$ cat src/rtl/led_pwm.sv
// led_pwm: 4-channel LED dimmer with shadowed duty registers and per-channel blink.
module led_pwm #(
    parameter int PRESCALE = 16
) (
    input  logic        clk,
    input  logic        reset,
    input  logic        sel,
    input  logic        rstrb,
    input  logic        wstrb,
    input  logic        addr,
    input  logic [31:0] wdata,
    output logic [31:0] rdata,
    input  logic [3:0]  led_in,
    output logic [3:0]  LED
);
    logic [15:0] presc_q, presc_d;
    logic [7:0]  pwm_cnt_q, pwm_cnt_d;
    logic [31:0] duty_wr_q, duty_wr_d;
    logic [31:0] duty_act_q, duty_act_d;
    logic [3:0]  blink_en_q, blink_en_d;
    logic [7:0]  half_q, half_d;
    logic [7:0]  frame_cnt_q, frame_cnt_d;
    logic        phase_q, phase_d;
    logic [3:0]  led_q, led_d;
    logic        tick, frame, wr_duty, wr_ctrl;
    logic        rstrb_unused;

    // Reads have no side effects, so the strobe carries no information here.
    assign rstrb_unused = rstrb;
    assign LED = led_q;

    always_comb begin
        tick        = presc_q == 16'(PRESCALE - 1);
        frame       = tick && pwm_cnt_q == 8'hFF;
        wr_duty     = sel && wstrb && !addr;
        wr_ctrl     = sel && wstrb && addr;
        presc_d     = tick ? 16'd0 : presc_q + 16'd1;
        pwm_cnt_d   = tick ? pwm_cnt_q + 8'd1 : pwm_cnt_q;
        duty_wr_d   = wr_duty ? wdata : duty_wr_q;
        duty_act_d  = frame ? duty_wr_q : duty_act_q;
        blink_en_d  = wr_ctrl ? wdata[3:0] : blink_en_q;
        half_d      = wr_ctrl ? wdata[15:8] : half_q;
        frame_cnt_d = frame_cnt_q;
        phase_d     = phase_q;
        if (wr_ctrl || half_q == 8'd0) begin
            frame_cnt_d = 8'd0;
            phase_d     = 1'b1;
        end else if (frame) begin
            frame_cnt_d = frame_cnt_q == half_q - 8'd1 ? 8'd0 : frame_cnt_q + 8'd1;
            phase_d     = frame_cnt_q == half_q - 8'd1 ? !phase_q : phase_q;
        end
        // Duty FF is forced fully on so there is no 1/256 dark slot.
        for (int i = 0; i < 4; i++)
            led_d[i] = led_in[i]
                && (duty_act_q[8*i +: 8] == 8'hFF || pwm_cnt_q < duty_act_q[8*i +: 8])
                && (!blink_en_q[i] || phase_q);
        rdata = !sel ? 32'd0 : addr ? {16'd0, half_q, 4'd0, blink_en_q} : duty_wr_q;
    end

    always_ff @(posedge clk) begin
        if (reset) begin
            presc_q     <= 16'd0;
            pwm_cnt_q   <= 8'd0;
            duty_wr_q   <= 32'hFFFF_FFFF;
            duty_act_q  <= 32'hFFFF_FFFF;
            blink_en_q  <= 4'd0;
            half_q      <= 8'd0;
            frame_cnt_q <= 8'd0;
            phase_q     <= 1'b1;
            led_q       <= 4'd0;
        end else begin
            presc_q     <= presc_d;
            pwm_cnt_q   <= pwm_cnt_d;
            duty_wr_q   <= duty_wr_d;
            duty_act_q  <= duty_act_d;
            blink_en_q  <= blink_en_d;
            half_q      <= half_d;
            frame_cnt_q <= frame_cnt_d;
            phase_q     <= phase_d;
            led_q       <= led_d;
        end
    end
endmodule

$ cat config.mk
export PLATFORM = sky130hd
export DESIGN_NAME = led_pwm
export DESIGN_NICKNAME = d
export VERILOG_FILES = /design/src/rtl/led_pwm.sv
export SDC_FILE = /design/constraint.sdc
export NUM_CORES = 1
export LEC_CHECK = 0
export ABC_AREA = 1
export CORE_UTILIZATION = 35
export DETAILED_ROUTE_END_ITERATION = 7
export GPL_TIMING_DRIVEN = 1
export PLACE_DENSITY = 0.57
export SLEW_MARGIN = 20
export SYNTH_ARGS = -nofsm -noshare
export SYNTH_HDL_FRONTEND = slang
export SYNTH_SLANG_ARGS = --single-unit
$ cat constraint.sdc
create_clock -name clk -period 4.22 [get_ports clk]
set_clock_uncertainty 0.2 [all_clocks]
set_input_delay 0.844 -clock clk [delete_from_list [all_inputs] [get_ports clk]]
set_output_delay 0.844 -clock clk [all_outputs]
set_load 0.01 [all_outputs]
==> run_results.csv <==
group,metric,value,unit
worst_setup_path,path_class,"in2out",
timing,tns,0,ns
finish,layout_commonest_cell,"nand2_1",
worst_setup_path,crit_arrival,2.59,ns
global_routing,track_usage,18.6,%
die,die_area,17000,sq um
timing,period_share,86.0,%
clocking,root_buffer,"clkbuf_16",
worst_setup_path,endpoint_kind,"output pin",
logic_synthesis,seq_area_frac_synth,39.3,%
worst_setup_path,required,3.18,ns
clocking,ctsHtreeMaxLevel,4,
die,die_x,130,microns
global_routing,grt_max_degree,46,
global_routing,grt_overflow,0,
worst_setup_path,rr_startpoint,"pwm_cnt_q[1]",
detailed_routing,wl_per_cell,13.3,microns
logic_synthesis,synthArstFlopShare,0,%
logic_synthesis,syn_avg_cell_area,7.24,sq um
worst_setup_path,reg2reg_slack,1.71,ns
clocking,clkSinkCount,113,
logic_synthesis,yosysWarnings,0,
clocking,ctsHoldBuffers,0,
detailed_routing,viasPerCell,4.80,
run_status,outcome,"finished, final reports clean",
logic_synthesis,synth-seq-cells,113,
logic_synthesis,netlist.area_leader.share,39.3,%
clocking,insertion_delay,0.42,ns
pwr,leakage,0.00344,uW
timing,slew_violations,0,
pwr,p_sw,652,uW
die,start_util,36.0,%
timing,max_slew_margin,51.8,%
finish,area_growth_syn_to_layout,27.0,%
die,die_y,130,microns
worst_setup_path,crit_start,"sel",
clocking,post_cts_resized,0,
finish,fin_util,45.7,%
detailed_routing,wirelength,14500,microns
timing,post-route-min-period,3.63,ns
pwr,switching_share,22.7,%
global_routing,antenna_found_initial,0,
global_routing,grt_pass1_vias,4902,
clocking,clkTransAtPathRegs,0.05,ns
worst_setup_path,crit_end,"rdata[6]",
detailed_routing,remaining_drc_errors,0,
worst_setup_path,reg2reg_depth,7,
timing,fmax,276,MHz
place,port_buffers,76,
logic_synthesis,synth-main-ff-cell,"dfxtp_1",
detailed_routing,first_pass_iters,5,
flow_run,cap_violations,0,
place,routabilityCongestion,0.783,
pwr,pwr-share-seq,38.8,%
logic_synthesis,synth_area_leaders,"dfxtp_1 (39%), nand2_1 (9.5%), a21oi_1 (7.6%)",
logic_synthesis,synth_cell_type_count,36,
global_routing,gr-usage-met3,4.88,%
worst_setup_path,crit_path_start_kind,"primary input",
pwr,pwr-share-comb,8.5,%
logic_synthesis,synth_edf_count,0,
die,coreArea,16000,sq um
clocking,cts_inserted_buffers,17,
detailed_routing,antenna_left,0,
worst_setup_path,timing.rr.end,"phase_q",
global_routing,grt_use_met2,28.6,%
global_routing,top_usage_layer,"met2",
logic_synthesis,synthesis.nets,871,
logic_synthesis,netlist_area,5760,sq um
finish,num-nets-final,938,
detailed_routing,first_iter_violations,268,
timing,tightest_slew,0.721,ns
die,io_pins,78,
pwr,clkPwrFrac,52.7,%
finish,fillers,1665,
place,dp_hpwl,10200,microns
pwr,intPower,2220,uW
global_routing,use_met1,25.2,%
pwr,p_per_area,392,nW/um^2
clocking,cts_setup_buffers,0,
clocking,cts_tree,"done",
logic_synthesis,synth_cells,796,
timing,grt_setup_unrepaired,"false",
die,num_rows,46,
timing,hold_viol_final,0,
clocking,clock_tree.buffer_depth,2,
pwr,peakVddDrop,0.329,mV
timing,setup_viol,0,
worst_setup_path,crit_fanout,20,
finish,layout-drive-gt1-share,6.28,%
detailed_routing,vias,5244,
worst_hold_path,hold_class,"reg2reg",
finish,final_cell_mix,"nand2_1 (145), inv_1 (114), dfxtp_1 (113), a21oi_1 (87), o21ai_0 (77)",
global_routing,grt_pass1_wl,24300,microns
logic_synthesis,netlist.top_cell.by_area,"dfxtp_1",
finish,num_antenna_cells,0,
==> area by class of cell <==
class | count | area (sq um) | area share (%)
Timing Repair Buffer | 83 | 808 | 11.0
Clock inverter | 8 | 125 | 1.71
Inverter | 116 | 437 | 5.97
Multi-Input combinational cell | 532 | 2910 | 39.8
Clock buffer | 24 | 502 | 6.86
Sequential cell | 113 | 2260 | 30.9
Tap cell | 216 | 270 | 3.69
==> routing by layer <==
| layer | wire (microns) | up-vias |
|---|---|---|
| li1 | - | 2778 |
| met4 | 143 | 0 |
| met1 | 7550 | 2354 |
| met3 | 556 | 11 |
| met2 | 6280 | 101 |
| met5 | 0 | - |
==> stage by stage <==
stage | power, uW | cell area (sq um) | cells | setup WS, ns | hold slack (ns)
3_3_place_gp | 1380 | 6690 | 1060 | 0.616 | 0.235
2_1_floorplan | 1260 | 5760 | 796 | 1.57 | 0.218
4_1_cts | 2900 | 7320 | 1092 | 0.579 | 0.261
3_5_place_dp | 1380 | 6690 | 1060 | 0.596 | 0.248
6_report | 2870 | 7320 | 1092 | 0.591 | 0.256
5_1_grt | 2970 | 7320 | 1092 | 0.432 | 0.276
==> cells in the mapped netlist (2+ instances only) <==
| library cell | count |
|---|---|
| buf_2 | 2 |
| a211oi_1 | 4 |
| xor2_1 | 8 |
| a21oi_1 | 87 |
| nor3_1 | 26 |
| inv_1 | 114 |
| nor2_4 | 4 |
| xnor2_1 | 3 |
| o211ai_1 | 24 |
| o21a_1 | 2 |
| dfxtp_1 | 113 |
| o21ai_0 | 77 |
| nor4_1 | 8 |
| buf_4 | 3 |
| nor3_2 | 2 |
| ha_1 | 33 |
| clkbuf_1 | 26 |
| nand4_1 | 11 |
| nand3_1 | 42 |
| buf_1 | 3 |
| nand2_1 | 145 |
| nor2_1 | 44 |
| nor2_2 | 2 |
==> state kept, by name, indices dropped and copies added, names as in the netlist <==
register,count
duty_act_q,32
duty_wr_q,32
presc_q,16
frame_cnt_q,8
half_q,8
pwm_cnt_q,8
LED,4
blink_en_q,4
phase_q,1
==> logic make-up after synthesis <==
| kind of cell | Yosys count | share of synthesized area (%) |
|---|---|---|
| AOI/OAI and AO/OA | 199 | 18.8 |
| xor gates and xnor gates | 11 | 1.67 |
| adders and majority gates | 33 | 7.17 |
| buffers and inverters | 151 | 10.3 |
| DFF | 113 | 39.3 |
| and+or+nand+nor | 289 | 22.7 |
==> critical path, cell delays in order <==
cell and delay [ns]:
clkdlybuf4s50_1 0.45, buf_4 0.19, inv_1 0.27, nor3_1 0.26
clkdlybuf4s50_1 0.57
==> worst min path at each step <==
stage	startpoint	slack, ns	end	cells after the start
2_1_floorplan	presc_q[0]	0.22	presc_q[0]	1
3_3_place_gp	presc_q[0]	0.23	presc_q[0]	1
3_5_place_dp	presc_q[0]	0.25	presc_q[0]	1
4_1_cts	presc_q[0]	0.26	presc_q[0]	1
5_1_grt	presc_q[0]	0.28	presc_q[0]	1
6_report	presc_q[0]	0.26	presc_q[0]	1
==> power by group through the flow <==
stage / Sequential, uW / Clock (uW) / Combinational [uW]
floorplan: 1130 / 0 / 131
finish: 1110 / 1510 / 243
global placement: 1130 / 0 / 243
global route: 1110 / 1590 / 272
CTS: 1110 / 1540 / 246
detailed placement: 1130 / 0 / 244
Note: power is estimated with default switching activity, not from simulation.
